--- src/rtl/sram_arb_pkg.sv ---
// sram_arb_pkg: shared FSM state encodings and port indices for the SRAM arbiter
package sram_arb_pkg;
    typedef enum logic [1:0] {IDLE, SETUP, ACCESS, HOLD} state_e;
    localparam logic PORT_A = 1'b0;
    localparam logic PORT_B = 1'b1;
endpackage

--- src/rtl/sram_req_latch.sv ---
// sram_req_latch: per-port request capture, busy flag and read-data register
module sram_req_latch
    import sram_arb_pkg::*;
#(
    parameter int ADDR_W = 19,
    parameter int DATA_W = 8
) (
    input  logic              clk_sys,
    input  logic              reset,
    input  logic              req,
    input  logic              we,
    input  logic [ADDR_W-1:0] addr,
    input  logic [DATA_W-1:0] wdata,
    input  logic              done,
    input  logic              rd_load,
    input  logic [DATA_W-1:0] rd_in,
    output logic              busy,
    output logic              pend,
    output logic              cur_we,
    output logic [ADDR_W-1:0] cur_addr,
    output logic [DATA_W-1:0] cur_wdata,
    output logic [DATA_W-1:0] rdata
);
    logic              busy_q, busy_d, we_q, we_d, cap;
    logic [ADDR_W-1:0] addr_q, addr_d;
    logic [DATA_W-1:0] wdata_q, wdata_d, rdata_q, rdata_d;

    assign busy      = busy_q & ~done;
    assign cap       = req & ~busy;
    assign pend      = busy | req;
    assign cur_we    = cap ? we : we_q;
    assign cur_addr  = cap ? addr : addr_q;
    assign cur_wdata = cap ? wdata : wdata_q;
    assign rdata     = rdata_q;

    always_comb begin
        busy_d  = cap | busy;
        we_d    = cur_we;
        addr_d  = cur_addr;
        wdata_d = cur_wdata;
        rdata_d = rd_load ? rd_in : rdata_q;
    end

    always_ff @(posedge clk_sys) begin
        if (reset) begin
            busy_q  <= 1'b0;
            we_q    <= 1'b0;
            addr_q  <= '0;
            wdata_q <= '0;
            rdata_q <= '0;
        end else begin
            busy_q  <= busy_d;
            we_q    <= we_d;
            addr_q  <= addr_d;
            wdata_q <= wdata_d;
            rdata_q <= rdata_d;
        end
    end
endmodule

--- src/rtl/sram_port_arbiter.sv ---
// sram_port_arbiter: two-port arbiter sequencing setup/access/hold cycles on one external SRAM
module sram_port_arbiter
    import sram_arb_pkg::*;
#(
    parameter int ADDR_W        = 19,
    parameter int DATA_W        = 8,
    parameter int ACCESS_CYCLES = 2,
    parameter int PRIO_B        = 1
) (
    input  logic              clk_sys,
    input  logic              reset,
    input  logic              a_req,
    input  logic              a_we,
    input  logic [ADDR_W-1:0] a_addr,
    input  logic [DATA_W-1:0] a_wdata,
    output logic              a_busy,
    output logic              a_ack,
    output logic [DATA_W-1:0] a_rdata,
    input  logic              b_req,
    input  logic              b_we,
    input  logic [ADDR_W-1:0] b_addr,
    input  logic [DATA_W-1:0] b_wdata,
    output logic              b_busy,
    output logic              b_ack,
    output logic [DATA_W-1:0] b_rdata,
    output logic [ADDR_W-1:0] sram_a,
    output logic [DATA_W-1:0] sram_dq_o,
    output logic              sram_dq_oe,
    input  logic [DATA_W-1:0] sram_dq_i,
    output logic              sram_we_n
);
    localparam int CW = $clog2(ACCESS_CYCLES + 1);

    state_e            state_q, state_d;
    logic              gnt_q, gnt_d, last_q, last_d, gwe_q, gwe_d;
    logic [CW-1:0]     cnt_q, cnt_d;
    logic [ADDR_W-1:0] sram_a_q, sram_a_d;
    logic [DATA_W-1:0] dq_o_q, dq_o_d;
    logic              dq_oe_q, dq_oe_d, we_n_q, we_n_d;
    logic              a_pend, b_pend, a_cur_we, b_cur_we, pick_b, rd_sample;
    logic [ADDR_W-1:0] a_cur_addr, b_cur_addr, sel_addr;
    logic [DATA_W-1:0] a_cur_wdata, b_cur_wdata, sel_wdata;

    assign a_ack      = state_q == HOLD && gnt_q == PORT_A;
    assign b_ack      = state_q == HOLD && gnt_q == PORT_B;
    assign rd_sample  = state_q == ACCESS && cnt_q == '0 && !gwe_q;
    assign pick_b     = b_pend & (~a_pend | (PRIO_B != 0) | (last_q == PORT_A));
    assign sel_addr   = pick_b ? b_cur_addr : a_cur_addr;
    assign sel_wdata  = pick_b ? b_cur_wdata : a_cur_wdata;
    assign sram_a     = sram_a_q;
    assign sram_dq_o  = dq_o_q;
    assign sram_dq_oe = dq_oe_q;
    assign sram_we_n  = we_n_q;

    sram_req_latch #(.ADDR_W(ADDR_W), .DATA_W(DATA_W)) u_a (
        .clk_sys(clk_sys), .reset(reset), .req(a_req), .we(a_we), .addr(a_addr),
        .wdata(a_wdata), .done(a_ack), .rd_load(rd_sample && gnt_q == PORT_A),
        .rd_in(sram_dq_i), .busy(a_busy), .pend(a_pend), .cur_we(a_cur_we),
        .cur_addr(a_cur_addr), .cur_wdata(a_cur_wdata), .rdata(a_rdata)
    );

    sram_req_latch #(.ADDR_W(ADDR_W), .DATA_W(DATA_W)) u_b (
        .clk_sys(clk_sys), .reset(reset), .req(b_req), .we(b_we), .addr(b_addr),
        .wdata(b_wdata), .done(b_ack), .rd_load(rd_sample && gnt_q == PORT_B),
        .rd_in(sram_dq_i), .busy(b_busy), .pend(b_pend), .cur_we(b_cur_we),
        .cur_addr(b_cur_addr), .cur_wdata(b_cur_wdata), .rdata(b_rdata)
    );

    always_comb begin
        state_d  = state_q;
        gnt_d    = gnt_q;
        last_d   = last_q;
        gwe_d    = gwe_q;
        cnt_d    = cnt_q;
        sram_a_d = sram_a_q;
        dq_o_d   = dq_o_q;
        dq_oe_d  = dq_oe_q;
        we_n_d   = 1'b1;
        unique case (state_q)
            IDLE, HOLD: begin
                if (a_pend | b_pend) begin
                    state_d  = SETUP;
                    gnt_d    = pick_b;
                    last_d   = pick_b;
                    gwe_d    = pick_b ? b_cur_we : a_cur_we;
                    sram_a_d = sel_addr;
                    dq_o_d   = gwe_d ? sel_wdata : dq_o_q;
                    dq_oe_d  = gwe_d;
                end else begin
                    state_d = IDLE;
                    dq_oe_d = 1'b0;
                end
            end
            SETUP: begin
                state_d = ACCESS;
                cnt_d   = CW'(ACCESS_CYCLES - 1);
                we_n_d  = ~gwe_q;
            end
            ACCESS: begin
                state_d = cnt_q == '0 ? HOLD : ACCESS;
                cnt_d   = cnt_q == '0 ? cnt_q : cnt_q - 1'b1;
                we_n_d  = cnt_q == '0 ? 1'b1 : ~gwe_q;
            end
            default: state_d = IDLE;
        endcase
    end

    always_ff @(posedge clk_sys) begin
        if (reset) begin
            state_q  <= IDLE;
            gnt_q    <= PORT_A;
            last_q   <= PORT_A;
            gwe_q    <= 1'b0;
            cnt_q    <= '0;
            sram_a_q <= '0;
            dq_o_q   <= '0;
            dq_oe_q  <= 1'b0;
            we_n_q   <= 1'b1;
        end else begin
            state_q  <= state_d;
            gnt_q    <= gnt_d;
            last_q   <= last_d;
            gwe_q    <= gwe_d;
            cnt_q    <= cnt_d;
            sram_a_q <= sram_a_d;
            dq_o_q   <= dq_o_d;
            dq_oe_q  <= dq_oe_d;
            we_n_q   <= we_n_d;
        end
    end
endmodule

--- config.mk ---
export PLATFORM = sky130hd
export DESIGN_NAME = sram_port_arbiter
export DESIGN_NICKNAME = d
export VERILOG_FILES = /design/src/rtl/sram_arb_pkg.sv /design/src/rtl/sram_req_latch.sv /design/src/rtl/sram_port_arbiter.sv
export SDC_FILE = /design/constraint.sdc
export NUM_CORES = 1
export LEC_CHECK = 0
export ABC_AREA = 1
export CORE_UTILIZATION = 35
export CTS_BUF_LIST = sky130_fd_sc_hd__clkbuf_8
export DETAILED_ROUTE_END_ITERATION = 10
export SYNTH_ARGS = -nofsm -noshare
export SYNTH_HDL_FRONTEND = slang
export SYNTH_SLANG_ARGS = --single-unit
--- constraint.sdc ---
create_clock -name clk_sys -period 3.85 [get_ports clk_sys]
set_input_delay 0.9625 -clock clk_sys [delete_from_list [all_inputs] [get_ports clk_sys]]
set_output_delay 0.9625 -clock clk_sys [all_outputs]
set_load 0.01 [all_outputs]
Word-level counts from Yosys, hierarchy flattened
Cells that the tools add are included.

cells by class
  eq/ne operators = 4
  reductions and logical operators = 14
  $add $sub $neg = 1
  bitwise operators = 15
  multiplexer cells = 17

operators with widths
  cell                                               count
  2-to-1 mux 19 bit                                  3
  2-to-1 mux 8 bit                                   3
  2-to-1 mux 1 bit                                   7
  logical AND 1 bit                                  6
  NOT 1 bit                                          6
  case mux 2 bit (3 select lines)                    1
  bitwise OR 1 bit                                   5
  bitwise AND 1 bit                                  4
  == test 2 bit (second input constant)              2
  zero test 2 bit                                    2
  case mux 2 bit (2 select lines)                    1
  AND reduction 2 bit                                2
  AND reduction 3 bit                                1
  == test 2 x 1 -> 1 bit (second input constant)     1
  2-to-1 mux 2 bit                                   1
  inequality test 2 bit (second input constant)      1
  case mux 1 bit (2 select lines)                    1
  nonzero test 2 bit                                 1
  OR reduction 2 bit                                 1
  subtractor 2 x 1 -> 2 bit (second input constant)  1
  zero test 1 bit                                    1

storage, ports and cells
  logic and storage cells = 69
  register bits = 109
  input port bits = 68
  output and inout bits = 49

Longest topological paths before layout
Gate-level depths: netlist (run 1).

  word-level depth = 9
  mapped depth = 10
  gate-level depth less buffers = 10

Cells and area by module
Synthesis (run 1) repeated with hierarchy kept, for this count alone.

second synthesis, totals
  cell total of the unflattened synthesis = 829
  area total of the unflattened synthesis = 5191.2 um^2

modules (own cells, without submodules)
  module             cells each  area an instance (um^2)  seq. area each (um^2)  instances
  sram_req_latch     278         1744.2                   740.7                  2
  sram_port_arbiter  273         1702.9                   700.7                  1

Worst setup path before layout (run 1)
No wires, ideal clock.

  kind = input -> register
  start = in reset
  end = reg u_a.rdata_q[5], in the netlist u_a.rdata[5]
  data required time = 3.785 ns
  arrival time = 1.762 ns
  setup slack = 2.023 ns
  cell stages on the path = 5
  cell sequence = clkbuf_1 -> inv_1 -> clkbuf_1 -> o21ai_0 -> nor2_1

RTL lines
  element               RTL line                 source
  from (decl)           sram_port_arbiter.sv:11  input logic reset,
  to (signal assigned)  sram_req_latch.sv:56     rdata_q <= rdata_d;
  to (decl)             sram_req_latch.sv:26     logic [DATA_W-1:0] wdata_q, wdata_d, rdata_q, rdata_d;

Worst setup path after layout (run 1)
  start = reg gnt_q
  end = out a_busy

on the way
  cells in the longest elaborated chain, start to end = 4

ends and longest elaborated chain
  element                 RTL line                  source
  from (decl)             sram_port_arbiter.sv:35   logic gnt_q, gnt_d, last_q, last_d, gwe_q, gwe_d;
  from (signal assigned)  sram_port_arbiter.sv:121  gnt_q <= gnt_d;
  NOT 1 bit               sram_port_arbiter.sv:44   assign a_ack = state_q == HOLD && gnt_q == PORT_A;
  logical AND 1 bit       sram_port_arbiter.sv:44
  NOT 1 bit               sram_req_latch.sv:28      assign busy = busy_q & ~done;
  bitwise AND 1 bit       sram_req_latch.sv:28
  to (decl)               sram_port_arbiter.sv:16   output logic a_busy,

No other way between the ends.

==> results, run 1 <==
- In this run the remaining antenna-violating nets after routing total 0.
- After the first detailed-routing iteration, the DRC count stood at 167.
- The congestion estimate from routability-driven global placement came to roughly 0.81.
- The tool flagged a number of max-cap violations equal to 0.
- The reg-to-reg startpoint is gnt_q.
- Setup repair after global routing left no endpoint under its margin.
- The die covers 13500 um^2.
- In this run the worst setup path begins at gnt_q.
- TritonCTS built the clock tree.
- The synthesized netlist devotes between 10% and 20% of its cell area to compound gates.
- The master cell of the clock root buffer is sky130_fd_sc_hd__clkbuf_8.
- For this run, the post-layout net count is 806.
- Summing the areas of all xor and xnor instances in the mapped netlist gives 0% of the synthesized area.
- The setup skew after layout is 0.00690 ns.
- The area growth from synthesis to layout is 30.5%.
- The number of levels in the clock H-tree is 3.
- The final worst-path cycle share is about 75%.
- The placed wire-length estimate after detailed placement is 7780 um.
- The net count of the mapped netlist is approximately 710.
- The most area-hungry cell type in the Yosys netlist is sky130_fd_sc_hd__dfxtp_1.
- The initial antenna violation count is 0.
- The worst register-to-register path has a depth of 10.
- The wire length of the first global-routing pass is roughly 19000 um.
- For this block, the routed nets add up to 11300 um of wire.
- The reg-to-reg setup timing slack is 1.53 ns.
- Using the TritonRoute via totals, the vias-per-cell ratio works out to 4.50.
- The worst-skew pair later-pin latency is 0.36 ns.
- The number of remaining DRC errors is 0.
- The end of the critical path is a_busy.
- The filler cells instantiated in the layout total between 1000 and 1500.
- Measured along the x axis, the die boundary spans 116 um.
- After Yosys synthesis, and, or, nand and nor cells account for 26.4% of the synthesized area.
- After clock tree synthesis, the clock-pin slew on the worst setup and hold paths is approximately 0.1 ns.
- The I/O pin count is 117.
- The sequential-to-total area share from yosys stat is a little under half.
- The initialized floorplan defines 41 standard-cell rows.
- Summing the areas of all fa, ha and maj instances in the mapped netlist gives ~1.1% of the synthesized area.
- The height of the die is approximately 120 um.
- The path category of the worst min-delay check is register to register.
- The CTS buffer count is 9.
- The analysis attributes to cell leakage a power of 2.61 nW.
- For this run, the leading register cell type out of synthesis is sky130_fd_sc_hd__dfxtp_1.
- The critical setup path kind is register to primary output.
- STA classifies the critical path endpoint as a primary output.
- The synthesized design contains 0 enable-type register cells.
- Sorting the synthesized cells by area gives the leading types as sky130_fd_sc_hd__dfxtp_1 (48%), sky130_fd_sc_hd__nor2_1 (12%), sky130_fd_sc_hd__nand2_1 (8.7%), sky130_fd_sc_hd__o21ai_0 (7.7%), sky130_fd_sc_hd__inv_1 (6.5%).
- The synthesized design contains 109 register bits.
- Gates resized during post-CTS repair numbered 0.
- The number of global-route vias before repair is 4056.
- The maximum root-to-sink buffer count is 2.
- Entering global routing, the biggest net connects 73 pins.
- In this run the mean area of a mapped cell was between 7 and 8 um^2.
- The count of hold buffers inserted by post-cts repair is 0.
- The run finished with clean final reports.
- The largest fanout on the critical path is 11.
- Synthesis instantiated 28 different standard cells from the library.
- The worst-case IR drop observed on VDD is 270 uV.
- The power density normalized to cell area is 579 nW/um^2.
- Summed over its instances, the top area cell type makes up 47.7% of the synthesized netlist area.
- In this run the critical register-to-register path is captured at sram_a[12].
- The worst path arrival time is 1.91 ns.
- The combinational family with the most area after synthesis is simple AND/OR/NAND/NOR gates.
- STA classifies the critical path startpoint as a register.
- In the final layout, the share of cells above drive strength 1 is 5.01%.
- In the synthesized netlist, the number of instances is 637.
- The number of hold-slack violations in the final timing report came to 0.
- The number of setup buffers added after CTS is 0.
- The final-report max-slew violation count is 0.
- The async set or reset register ratio after synthesis is 0%.
- Summed over all layers, the global routing overflow is 0.
- The number of antenna diodes in the final layout is 0.
- The core footprint is 12700 um^2.
- Setup violations remaining at the end of the flow were counted as 0.
- The netlist area before placement is 4570 um^2.
- Once the floorplan was initialized, standard cells occupied 36.1% of the core.
- At the pin with the least slew margin, the transition time is about 1.1 ns.
- The required time at the endpoint of the critical path is 2.89 ns.
- Summed over all failing endpoints, the final setup total negative slack is 0 ns.
- After synthesis, the share of cell area in mux cells is 0%.
- The worst relative slew slack is 27.1%.
- The routed layout has between 4000 and 5000 vias.
- The number of sinks handled by clock tree synthesis is 109.
- The count of TritonRoute iterations in the first routing pass is 4.
- Dividing the detail-routed wire length by the instance count gives 12.4 um.
- The fmax is between 0.3 and 0.4 GHz.
- The worst hold margin is 0.470 ns.
- Global routing used 17.5% of the available tracks.
- During placement, the flow inserted port buffers numbering 116.
- After layout, the minimum clock period comes to about 2.9 ns.
- During synthesis, Yosys emitted a total of 0 warnings.
## area by class of cell
cell class	instances	area, um^2	share of cell area [%]
clock buffer	10	138	2.31
sequential	109	2180	36.6
clock inverter	6	53.8	0.902
multi-input combinational	415	1900	31.8
tap	172	215	3.61
timing repair buffer	120	1190	19.9
inverter	79	297	4.97
## critical path: stages, from the launching register on
cell and delay [ns]:
sky130_fd_sc_hd__dfxtp_1 0.59, sky130_fd_sc_hd__inv_1 0.15, sky130_fd_sc_hd__nand2_1 0.12, sky130_fd_sc_hd__nand2_2 0.09, sky130_fd_sc_hd__inv_1 0.06, sky130_fd_sc_hd__clkdlybuf4s50_1 0.54
## how the worst min path moves through the flow
stage | from | endpoint | slack [ns] | cells past startpoint
detailed placement | u_b.rdata[6] | u_b.rdata[6] | 0.45 | 2
global route | u_b.rdata[6] | u_b.rdata[6] | 0.49 | 2
floorplan | cnt_q[1] | cnt_q[1] | 0.44 | 2
global placement | cnt_q[1] | cnt_q[1] | 0.45 | 2
finish | u_b.rdata[6] | u_b.rdata[6] | 0.47 | 2
CTS | u_b.rdata[6] | u_b.rdata[6] | 0.47 | 2
## synth_stat cells, types with 2 or more instances
master and instances:
sky130_fd_sc_hd__nor2_1 146, sky130_fd_sc_hd__dfxtp_1 109, sky130_fd_sc_hd__nand2_1 106, sky130_fd_sc_hd__inv_1 79, sky130_fd_sc_hd__o21ai_0 70, sky130_fd_sc_hd__o21ai_1 24
sky130_fd_sc_hd__nand3_1 19, sky130_fd_sc_hd__a21oi_1 14, sky130_fd_sc_hd__buf_2 12, sky130_fd_sc_hd__clkbuf_1 11, sky130_fd_sc_hd__o211ai_1 9, sky130_fd_sc_hd__buf_6 6
sky130_fd_sc_hd__ha_1 4, sky130_fd_sc_hd__nand2_4 4, sky130_fd_sc_hd__or2_1 4, sky130_fd_sc_hd__or2_2 4, sky130_fd_sc_hd__buf_4 2, sky130_fd_sc_hd__clkbuf_2 2
sky130_fd_sc_hd__nand2_2 2, sky130_fd_sc_hd__nor2_4 2
## layout by cell type (no fill, tap or decap), types with 9 or more instances in the layout
cell	synthesis	layout
sky130_fd_sc_hd__o21ai_0	70	70
sky130_fd_sc_hd__clkbuf_8	0	10
sky130_fd_sc_hd__nand2_1	106	106
sky130_fd_sc_hd__clkdlybuf4s50_1	0	115
sky130_fd_sc_hd__nor2_1	146	146
sky130_fd_sc_hd__a21oi_1	14	14
sky130_fd_sc_hd__o211ai_1	9	9
sky130_fd_sc_hd__inv_1	79	80
sky130_fd_sc_hd__dfxtp_1	109	109
sky130_fd_sc_hd__nand3_1	19	19
sky130_fd_sc_hd__o21ai_1	24	24
## state kept, by name, indices dropped and copies added (netlist names)
| name | flops |
|---|---|
| cnt_q | 2 |
| gnt_q | 1 |
| gwe_q | 1 |
| sram_a | 19 |
| sram_dq_o | 8 |
| sram_dq_oe | 1 |
| sram_we_n | 1 |
| state_q | 2 |
| u_a.addr_q | 19 |
| u_a.busy_q | 1 |
| u_a.rdata | 8 |
| u_a.wdata_q | 8 |
| u_a.we_q | 1 |
| u_b.addr_q | 19 |
| u_b.busy_q | 1 |
| u_b.rdata | 8 |
| u_b.wdata_q | 8 |
| u_b.we_q | 1 |
## per-layer routing
metal | track usage (%) | part of all wire, %
met2 | 30.7 | 47
met4 | 6.32 | 1.2
met1 | 21.3 | 46
met3 | 3.48 | 5.5
met5 | 0 | 0
## logic make-up after synthesis
| logic type | count (synthesis) |
|---|---|
| buf+inv | 113 |
| fa+ha+maj | 4 |
| flops | 109 |
| simple gates | 290 |
| compound gates | 121 |
## stage by stage
stage               instance area (um^2)  power [mW]  worst slack, ns  cells  util, %
finish                              5970        3.45            0.973    911     47.1
global route                        5970        3.72            0.816    911     47.1
CTS                                 5970        3.49            0.953    911     47.1
detailed placement                  5780        2.80            0.787    895     45.6
global placement                    5780        2.76            0.862    895     45.6
floorplan                           4570        2.32             2.02    637        -
## where the power goes
part | total (mW) | switching (mW) | internal [mW]
logic | 1.30 | 0.726 | 0.572
registers | 1.47 | 0.122 | 1.35
clock network | 0.685 | 0.372 | 0.313
total | 3.45 | 1.22 | 2.23
(Power assumes the default switching activity.)
==> run 2: changes to the inputs <==
Clock period 3.85 ns to 2.7 ns, I/O delays scaled along.
==> results, run 2 (same netlist as run 1, synthesis figures left out) <==
- The synthesis-to-finish area growth is 31.9% (was 30.5%).
- The pin count of the biggest net entering global routing is 73 (unchanged).
- The fraction of power consumed by the clock network is 19.0% (was 19.8%).
- The overall track demand over capacity in global routing came to 17.8% (was 17.5%).
- The count of port buffers added during placement is 116 (unchanged).
- The width of the chip is 116 um (unchanged).
- The number of instances on the worst hold path is 2 (unchanged).
- The cell count of the worst reg-to-reg path is 9 (was 10).
- The height of the die is 116 um (unchanged).
- The number of remaining DRC errors was 0 (unchanged).
- The cell type of the slowest stage on the worst timing path is sky130_fd_sc_hd__clkdlybuf4s50_1 (was sky130_fd_sc_hd__dfxtp_1).
- The maximum root-to-sink buffer count is 2 (unchanged).
- The floorplan die area came to 13500 um^2 (unchanged).
- The net count of the finished layout is 810 (was 806).
- The placed wire-length estimate after detailed placement is 8030 um (was 7780 um).
- The power density normalized to cell area is 818 nW/um^2 (was 579 nW/um^2).
- The largest fanout on the critical path was 5 (was 11).
- The worst path arrival time came to 1.76 ns (was 1.91 ns).
- The final-report max-slew violation count is 0 (unchanged).
- The sort of element at the start of the critical path is a register (unchanged).
- The family with the most delay on the worst path is buffers and inverters (unchanged).
- The reg-to-reg startpoint was state_q[0] (was gnt_q).
- The wire length of the first global-routing pass is 18600 um (about the same).
- The starting utilization of the core area is 36.1% (unchanged).
- The I/O pin count is 117 (unchanged).
- The total detailed-routing wirelength is 11500 um (was 11300 um).
- The CTS buffer count came to 9 (unchanged).
- The worst voltage drop across the vdd grid came to 299 uV (was 270 uV).
- The post-layout utilization of the core was 47.6% (was 47.1%).
- The initial antenna violation count is 0 (unchanged).
- The number of fill cells in the layout is 1295 (was 1286).
- The number of rows in the core area is 41 (unchanged).
- The worst-skew pair later-pin latency is 0.36 ns (about the same).
- The residual overflow from global routing is 0 (unchanged).
- The required time at the endpoint of the critical path was 2.03 ns (was 2.89 ns).
- The final antenna-violating net count is 0 (unchanged).
- Setup repair after global routing missed its margin: false (unchanged).
- The capture instance of the worst register-to-register path was sram_a[9] (was sram_a[12]).
- The number of sinks handled by clock tree synthesis is 109 (unchanged).
- The post-route minimum period is 2.44 ns.
- The largest stage delay on the critical path came to 0.53 ns (was 0.59 ns).
- The clock transition at the registers of the reported paths was 0.10 ns (about the same).
- The cell-internal power came to 3.17 mW (was 2.23 mW).
- The count of instances resized after the clock tree is built is 0 (unchanged).
- The net switching fraction of the power was 35.6% (was 35.3%).
- The detailed-route vias per instance came to 4.51 (was 4.50).
- The count of TritonRoute iterations in the first routing pass is 5 (was 4).
- The critical path depth in cells is 5 (unchanged).
- The final setup TNS is 0 ns (unchanged).
- The number of antenna repair diodes is 0 (unchanged).
- The slew at the pin closest to its max-slew limit is 0.807 ns (was 1.09 ns).
- The critical setup path kind is register to primary output (unchanged).
- The switching component of the power is 1.76 mW (was 1.22 mW).
- The worst hold margin was 0.475 ns (was 0.470 ns).
- Top library cells by usage in the layout, fill and taps aside: sky130_fd_sc_hd__nor2_1 (146), sky130_fd_sc_hd__clkdlybuf4s50_1 (115), sky130_fd_sc_hd__dfxtp_1 (108) (was sky130_fd_sc_hd__nor2_1 (146), sky130_fd_sc_hd__clkdlybuf4s50_1 (115), sky130_fd_sc_hd__dfxtp_1 (109)).
- The number of buffer and inverter instances along the worst setup path came to 2 (was 3).
- The count of hold buffers inserted by post-cts repair came to 0 (unchanged).
- Cells along the critical path: ha_1, nand2_1, nand2_2, inv_1, clkdlybuf4s50_1 (was inv_1, nand2_1, nand2_2, inv_1, clkdlybuf4s50_1).
- The fmax is 0.410 GHz.
- The most common cell after layout, fill and taps aside is sky130_fd_sc_hd__nor2_1 (unchanged).
- Status: completed (unchanged).
- The share of cells above drive strength 1 is 5.65% (was 5.01%).
- The reg-to-reg setup timing slack is 0.74 ns (was 1.53 ns).
- The TritonCTS clock tree is yes (unchanged).
- The end of the critical path was a_busy (unchanged).
- The final estimated routing congestion in global placement is 0.761 (was 0.811).
- The number of levels in the clock H-tree is 3 (unchanged).
- The source of the critical timing path is state_q[0] (was gnt_q).
- The wire length per cell after detailed routing is 12.6 um (was 12.4 um).
- The logic gate share of total power is 38.2% (was 37.6%).
- The core footprint is 12700 um^2 (unchanged).
- The setup skew after layout is 0.00972 ns (was 0.00690 ns).
- The final setup violation count was 0 (unchanged).
- The number of hold-slack violations in the final timing report is 0 (unchanged).
- The final critical path takes up 90.3% of the cycle.
- The worst relative slew slack is 46.2% (was 27.1%).
- The type of destination of the critical path is a primary output (unchanged).
- The sequential group share of total power is 42.7% (was 42.6%).
- The leakage power figure is 2.63 nW (was 2.61 nW).
- The path category of the worst min-delay check is register to register (unchanged).
- The detailed-route via count is 4127 (was 4102).
- The post-CTS setup-driven buffer insertion count is 0 (unchanged).
- The number of global-route vias before repair came to 3859 (was 4056).
- The number of max-capacitance violations reported came to 0 (unchanged).
- The master cell of the clock root buffer is sky130_fd_sc_hd__clkbuf_8 (unchanged).
- The DRC violation total after the first TritonRoute iteration was 249 (was 167).
## run 2: cell count changes in the layout (fill, tap and decap cells not counted), sizes merged
| cell | change |
|---|---|
| clkbuf | +1 |
| bufinv | -1 |
| buf | +4 |
| clkinv | -2 |
| clkinvlp | +2 |
## run 2: worst register-to-register path, delay by kind of cell, from the launching register on
kind,cells,cell delay (ns)
AND/OR/NAND/NOR,5,0.59
AO/OA/AOI/OAI,2,0.42
flip-flops,1,0.38
buffers and inverters,1,0.26
adder cells (fa/ha/maj),1,0.23
## run 2: power by group through the flow
stage               logic, mW  registers [mW]  clock network, mW
global route             2.14            2.14               1.03
global placement         1.85            2.14                  0
finish                   1.89            2.11              0.937
detailed placement       1.89            2.14                  0
CTS                      1.91            2.11              0.978
floorplan                1.14            2.17                  0
## run 2: stage by stage
| stage | total power, mW | setup slack, ns | instances | area, um^2 |
|---|---|---|---|---|
| floorplan | 3.31 | 1.16 | 637 | 4570 |
| global placement | 3.99 | 0.240 | 899 | 5840 |
| detailed placement | 4.04 | 0.202 | 899 | 5840 |
| CTS | 4.99 | 0.0593 | 915 | 6030 |
| global route | 5.31 | 0.103 | 915 | 6030 |
| finish | 4.93 | 0.262 | 915 | 6030 |
## run 2: worst min-delay path by stage
stage / from / end / slack [ns]
floorplan: cnt_q[1] / cnt_q[1] / 0.44
global placement: sram_dq_oe / sram_dq_oe / 0.45
detailed placement: sram_dq_oe / sram_dq_oe / 0.45
CTS: u_b.rdata[7] / u_b.rdata[7] / 0.47
global route: u_b.rdata[5] / u_b.rdata[5] / 0.49
finish: sram_dq_oe / sram_dq_oe / 0.47
## run 2: metal layers
layer / up-vias / part of all wire [%] / track usage [%]
met5: - / 0 / 0
met4: 0 / 1.0 / 6.41
li1: 2173 / - / -
met1: 1839 / 47 / 22.8
met2: 107 / 45 / 28.8
met3: 8 / 6.7 / 4.41
## run 2: layout make-up
class / count / area [um^2] / share of cell area (%)
inverter: 79 / 297 / 4.92
clock buffer: 11 / 151 / 2.51
sequential: 109 / 2180 / 36.2
multi-input combinational: 415 / 1900 / 31.4
clock inverter: 5 / 36.3 / 0.602
tap: 172 / 215 / 3.57
timing repair buffer: 124 / 1250 / 20.8
